$ cat src/rtl/ahb_lite_pkg.sv
// Shared AHB-Lite encodings and command master FSM state type.
package ahb_lite_pkg;

  typedef enum logic [1:0] {
    HTRANS_IDLE   = 2'b00,
    HTRANS_BUSY   = 2'b01,
    HTRANS_NONSEQ = 2'b10,
    HTRANS_SEQ    = 2'b11
  } htrans_e;

  localparam logic [2:0] HSIZE_BYTE = 3'd0;
  localparam logic [2:0] HSIZE_HALF = 3'd1;
  localparam logic [2:0] HSIZE_WORD = 3'd2;

  localparam logic HRESP_OKAY  = 1'b0;
  localparam logic HRESP_ERROR = 1'b1;

  typedef enum logic [1:0] {
    ST_IDLE = 2'd0,
    ST_ADDR = 2'd1,
    ST_DATA = 2'd2,
    ST_RESP = 2'd3
  } mst_state_e;

  // A command may go on the bus only with a supported size and a naturally aligned address.
  function automatic logic cmd_legal(input logic [2:0] size, input logic [1:0] addr_lo);
    logic ok;
    case (size)
      HSIZE_BYTE: ok = 1'b1;
      HSIZE_HALF: ok = ~addr_lo[0];
      HSIZE_WORD: ok = (addr_lo == 2'b00);
      default:    ok = 1'b0;
    endcase
    return ok;
  endfunction

endpackage

$ cat src/rtl/ahb_wait_timer.sv
// Saturating count of consecutive HREADY-low cycles with an expiry flag.
// Only built when AHB_MASTER_TIMEOUT_EN is defined, since the master
// instantiates it only in that configuration.
`ifdef AHB_MASTER_TIMEOUT_EN
module ahb_wait_timer #(
  parameter int LIMIT = 16
) (
  input  logic HCLK,
  input  logic HRESETn,
  input  logic cnt_en,
  output logic expired
);

  localparam int CW = $clog2(LIMIT + 1);

  logic [CW-1:0] cnt;

  // Expiry fires on the cycle whose closing edge would be the LIMIT-th low cycle.
  assign expired = cnt_en && (cnt == CW'(LIMIT - 1));

  // Count while enabled, saturate at the expiry point, clear whenever disabled.
  always_ff @(posedge HCLK or negedge HRESETn) begin
    if (!HRESETn) begin
      cnt <= '0;
    end else if (!cnt_en) begin
      cnt <= '0;
    end else if (cnt != CW'(LIMIT - 1)) begin
      cnt <= cnt + 1'b1;
    end
  end

endmodule
`endif

$ cat src/rtl/ahb_lite_cmd_master.sv
// Valid/ready command to single AHB-Lite NONSEQ transfer master.
// Optional feature macro: AHB_MASTER_TIMEOUT_EN (abort after TIMEOUT_CYCLES
// consecutive HREADY-low cycles and flag the response as a timeout).
module ahb_lite_cmd_master
  import ahb_lite_pkg::*;
#(
  parameter int ADDR_W         = 32,
  parameter int DATA_W         = 32,
  parameter int TIMEOUT_CYCLES = 16
) (
  input  logic              HCLK,
  input  logic              HRESETn,
  input  logic              cmd_valid,
  output logic              cmd_ready,
  input  logic              cmd_write,
  input  logic [ADDR_W-1:0] cmd_addr,
  input  logic [2:0]        cmd_size,
  input  logic [DATA_W-1:0] cmd_wdata,
  output logic              rsp_valid,
  output logic [DATA_W-1:0] rsp_rdata,
  output logic              rsp_err,
  output logic              rsp_timeout,
  output logic              HSEL,
  output logic [ADDR_W-1:0] HADDR,
  output logic              HWRITE,
  output logic [2:0]        HSIZE,
  output logic [1:0]        HTRANS,
  output logic [DATA_W-1:0] HWDATA,
  input  logic [DATA_W-1:0] HRDATA,
  input  logic              HREADY,
  input  logic              HRESP
);

  if (DATA_W != 32 || TIMEOUT_CYCLES < 1) begin : g_param_check
    $error("ahb_lite_cmd_master: DATA_W must be 32 and TIMEOUT_CYCLES >= 1");
  end

  mst_state_e        state;
  logic [DATA_W-1:0] wdata_q;
  logic              cmd_ok;
  logic              tmo_expired;

  assign cmd_ok    = cmd_legal(cmd_size, cmd_addr[1:0]);
  assign cmd_ready = HRESETn && (state == ST_IDLE);

`ifdef AHB_MASTER_TIMEOUT_EN
  logic wait_cnt_en;
  logic rsp_load;

  assign wait_cnt_en = ((state == ST_ADDR) || (state == ST_DATA)) && !HREADY;

  ahb_wait_timer #(.LIMIT(TIMEOUT_CYCLES)) u_wait_timer (
    .HCLK    (HCLK),
    .HRESETn (HRESETn),
    .cnt_en  (wait_cnt_en),
    .expired (tmo_expired)
  );

  // Every edge that launches a response: illegal command, bus completion or abort.
  assign rsp_load = ((state == ST_IDLE) && cmd_valid && !cmd_ok) ||
                    ((state == ST_DATA) && HREADY) || tmo_expired;

  // Timeout flag is refreshed with each response and held in between, like rsp_err.
  always_ff @(posedge HCLK or negedge HRESETn) begin
    if (!HRESETn) begin
      rsp_timeout <= 1'b0;
    end else if (rsp_load) begin
      rsp_timeout <= tmo_expired;
    end
  end
`else
  assign tmo_expired = 1'b0;
  assign rsp_timeout = 1'b0;
`endif

  // Command FSM: accept, address phase, data phase, one-cycle response.
  always_ff @(posedge HCLK or negedge HRESETn) begin
    if (!HRESETn) begin
      state     <= ST_IDLE;
      HSEL      <= 1'b0;
      HTRANS    <= HTRANS_IDLE;
      HADDR     <= '0;
      HWRITE    <= 1'b0;
      HSIZE     <= 3'd0;
      HWDATA    <= '0;
      wdata_q   <= '0;
      rsp_valid <= 1'b0;
      rsp_rdata <= '0;
      rsp_err   <= 1'b0;
    end else begin
      rsp_valid <= 1'b0;
      case (state)
        ST_IDLE: begin
          if (cmd_valid) begin
            if (cmd_ok) begin
              state   <= ST_ADDR;
              HSEL    <= 1'b1;
              HTRANS  <= HTRANS_NONSEQ;
              HADDR   <= cmd_addr;
              HWRITE  <= cmd_write;
              HSIZE   <= cmd_size;
              wdata_q <= cmd_wdata;
            end else begin
              // Rejected locally: answer with an error and never touch the bus.
              state     <= ST_RESP;
              rsp_valid <= 1'b1;
              rsp_err   <= 1'b1;
              rsp_rdata <= '0;
            end
          end
        end
        ST_ADDR: begin
          if (HREADY) begin
            state  <= ST_DATA;
            HSEL   <= 1'b0;
            HTRANS <= HTRANS_IDLE;
            HWDATA <= wdata_q;
          end else if (tmo_expired) begin
            state     <= ST_RESP;
            HSEL      <= 1'b0;
            HTRANS    <= HTRANS_IDLE;
            rsp_valid <= 1'b1;
            rsp_err   <= 1'b1;
            rsp_rdata <= '0;
          end
        end
        ST_DATA: begin
          // An HRESP=1 cycle with HREADY low is just another wait state.
          if (HREADY) begin
            state     <= ST_RESP;
            rsp_valid <= 1'b1;
            rsp_err   <= HRESP;
            rsp_rdata <= (HWRITE || HRESP) ? '0 : HRDATA;
          end else if (tmo_expired) begin
            state     <= ST_RESP;
            rsp_valid <= 1'b1;
            rsp_err   <= 1'b1;
            rsp_rdata <= '0;
          end
        end
        default: begin
          state <= ST_IDLE;
        end
      endcase
    end
  end

endmodule

$ cat config.mk
export PLATFORM = sky130hd
export DESIGN_NAME = ahb_lite_cmd_master
export DESIGN_NICKNAME = d
export VERILOG_FILES = /design/src/rtl/ahb_lite_pkg.sv /design/src/rtl/ahb_wait_timer.sv /design/src/rtl/ahb_lite_cmd_master.sv
export SDC_FILE = /design/constraint.sdc
export NUM_CORES = 1
export LEC_CHECK = 0
export CAP_MARGIN = 20
export CORE_MARGIN = 2
export CORE_UTILIZATION = 44
export DETAILED_ROUTE_END_ITERATION = 6
export PLACE_DENSITY_LB_ADDON = 0.3
export SYNTH_ARGS = -nofsm -noshare
export SYNTH_HDL_FRONTEND = slang
export SYNTH_SLANG_ARGS = --single-unit
$ cat constraint.sdc
create_clock -name HCLK -period 2 [get_ports HCLK]
set_input_delay 0.4 -clock HCLK [delete_from_list [all_inputs] [get_ports HCLK]]
set_output_delay 0.4 -clock HCLK [all_outputs]
set_load 0.01 [all_outputs]
==> results.md <==
- Status: finished clean
- Count of pins over their slew limit: 0
- IR Drop Worst-Case VDD: 0.779 mV
- Number of vias after detailed routing: 3921
- Total clock buffers created by CTS: 17
- Clock period minus final worst setup slack: 1.95 ns
- Netlist Area Pre-Place: 5400 sq um
- Placement Rows: 40
- Startpoint types: input pin
- Unrepaired setup endpoints after global routing: false
- Initial core utilization: 45.0%
- Post-synthesis sequential area ratio: 63.5%
- Detailed Route WL: 13500 microns
- Via count of the first global-routing pass: 4199
- Final setup violation count: 0
- Final global-route overflow total: 0
- Pin count of the biggest net entering global routing: 71
- Final HPWL from detailed placement: 9250 microns
- CP arrival: 2.25 ns
- Warnings, synthesis: 0
- Flip-flop and latch count after synthesis: 137
- CP max stage delay: 0.45 ns
- Buffer cell driving the clock tree root: clkbuf_16
- Area share of the largest cell type after synthesis: 63.5%
- Routed wirelength normalized by instance count: 17.6 microns
- Setup skew after layout: 0.00377 ns
- Worst-path maximum fanout: 20
- Cell internal pwr: 8.99 mW
- Overall die height: 115 microns
- Global-route wire length before repair: 20900 microns
- Biggest area consumer among synthesized cells: dfrtp_1
- Cell types with the largest area share after synthesis: dfrtp_1 63%, mux2_2 17%, o2bb2ai_1 5.2%
- Share of power burned in combinational logic: 38.9%
- Horizontal extent of the die: 115 microns
- Clock sink total: 137
- Most frequent cells in the layout: 205 x clkdlybuf4s50_1, 137 x dfrtp_1, 80 x mux2_2
- Peak clock frequency supported by timing: 512 MHz
- Type of element capturing the critical path: flip-flop
- Number of nets with antenna violations after detailed routing: 0
- Most common cell after layout, fill and taps aside: clkdlybuf4s50_1
- P per Cell Area: 1510 nW/um^2
- Path type of the worst setup path: input pin to flip-flop
- Cell count after synthesis: 373
- Area Overhead vs Synth: 56.2%
- Leak pwr: 3.61 nW
- Number of design rule violations left after detail routing: 0
- Rel. slew slack: 41.1%
- Fraction of final layout cells with drive strength greater than 1: 23.3%
- Number of top-level pins: 212
- Critical Path, Cell by Cell: clkdlybuf4s50_1 -> or3_4 -> a211oi_4 -> buf_12 -> clkbuf_16 -> mux2_2
- ANT cells: 0
- Clock tree from TritonCTS: yes
- Antenna violations before repair: 0
- Yosys cell types: 32
- Slowest library cell on the worst path: clkdlybuf4s50_1
- Skew-Pair Late Insertion Delay: 0.41 ns
- Final hold violations: 0
- Overall Power: 12.7 mW
- Class of the tightest hold or removal check: input pin to asynchronous set/reset pin
- Routed vias/inst: 5.13
- Die area: 13200 sq um
- Non-filler instance count after layout: 764
- Final period utilization: 97.7%
- Detailed-routing iteration count for the pre-antenna-repair pass: 4
- Switching power of the nets: 3.74 mW
- Final weighted congestion of routability-driven global placement: 0.786
- Clock H-tree levels: 4
- Pin slew with the least headroom to its limit: 0.883 ns
- Data required time at the worst endpoint: 2.30 ns
- Number of violations of the max-capacitance limit: 0
- Total instance count after detailed placement: 729
- Net switching share of the total power: 29.4%
- CORE AREA: 12000 sq um
- Clk pin slew, worst setup/hold paths: 0.06 ns
- Avg Synthesized Cell Area: 14.5 sq um
- Final net count: 713
- Global Route Usage Sum: 20.8%
- Count of input and output buffers: 209
- Sequential Power Share: 36.4%
- Clock power share: 24.7%
- Maximum root-to-sink buffer count: 2
- DRC marker count from the first detailed-route iteration: 223
cells in the mapped netlist, drive strengths merged:
cell     number
a211o         1
a211oi        1
a21o          1
a21oi         2
a22oi         1
a41oi         1
and2          2
buf          17
clkbuf        9
conb          1
dfrtp       137
ha            4
inv           3
mux2         96
nand2        15
nand2b        5
nand3        32
nor2          3
nor2b         2
nor3b         1
o21a          1
o21ai         2
o2bb2ai      32
o311ai        1
o31ai         1
or3           2
path summary, 6_finish.rpt:
kind / start / to / slack (ns) / cells past startpoint
max: cmd_addr[1] / wdata_q[15]$_DFFE_PN0P_ / 0.05 / 6
min: HRESETn / rsp_rdata[31]$_DFFE_PN0P_ / 0.19 / 2
max reg2reg: state[1]$_DFFE_PN0P_ / rsp_rdata[17]$_DFFE_PN0P_ / 0.10 / 7
min reg2reg: HADDR[26]$_DFFE_PN0P_ / HADDR[26]$_DFFE_PN0P_ / 0.48 / 1
max in group asynchronous: HRESETn / HWDATA[1]$_DFFE_PN0P_ / 1.22 / 2
min in group HCLK: cmd_addr[0] / HADDR[0]$_DFFE_PN0P_ / 0.31 / 3
power groups by stage:
stage	Sequential, mW	Combinational (mW)	Clock, mW
floorplan	4.99	1.84	0
finish	4.63	4.95	3.14
CTS	4.64	4.95	3.21
global route	4.79	5.31	3.35
global placement	4.60	4.76	0
detailed placement	4.67	4.89	0
cell families after synthesis:
logic type / Yosys count / synth area share, %
AO/OA/AOI/OAI: 44 / 7.04
adder cells (fa/ha/maj): 4 / 0.927
buffers and inverters: 29 / 2.76
flip-flops: 137 / 63.5
multiplexers: 96 / 20.0
other: 1 / 0.0694
AND/OR/NAND/NOR: 62 / 5.72
layer usage:
metal	up-vias	GRT usage [%]	part of all wire [%]
met5	-	0	0
met4	0	9.00	1.8
met1	1949	24.7	40
li1	1802	-	-
met2	152	34.0	49
met3	18	7.96	8.8
layout make-up:
type / count / area [sq um]
fill: 863 / 3580
inverter: 3 / 11.3
clock inverter: 8 / 118
tap: 147 / 184
timing repair buffer: 237 / 2370
multi-input combinational: 208 / 1840
sequential: 137 / 3430
clock buffer: 24 / 482
repair_timing:
action / 4_1_cts / 5_1_grt
resized for setup: 5 / 6
hold buffers: 0 / 0
pin swaps: 1 / 2
endpoints found under the setup margin: 9 / 60
cloned: 0 / 1
setup buffers: 1 / 1
critical path, delay by kind of cell:
family	cells	cell delay, ns
AO/OA/AOI/OAI	1	0.28
AND/OR/NAND/NOR	1	0.42
multiplexers	1	0.34
buffers and inverters	3	0.80
registers in the layout, summed over array words and instances, names as in the netlist:
name,cells
HADDR,32
HSIZE,3
HTRANS,1
HWDATA,32
HWRITE,1
rsp_err,1
rsp_rdata,32
rsp_valid,1
state,2
wdata_q,32
metrics by stage:
| step | worst slack, ns | utilization, % | cell area (sq um) | hold slack, ns | setup TNS [ns] |
|---|---|---|---|---|---|
| detailed placement | -0.440 | 64.6 | 7760 | 0.473 | -34.15 |
| floorplan | 0.125 | - | 5410 | 0.104 | 0 |
| global placement | -0.414 | 64.6 | 7760 | 0.458 | -32.97 |
| finish | 0.0451 | 70.2 | 8430 | 0.190 | 0 |
| global route | 0.00279 | 70.2 | 8430 | 0.247 | 0 |
| CTS | 0.0209 | 69.7 | 8380 | 0.216 | 0 |
Note: power is estimated with default switching activity, not from simulation.
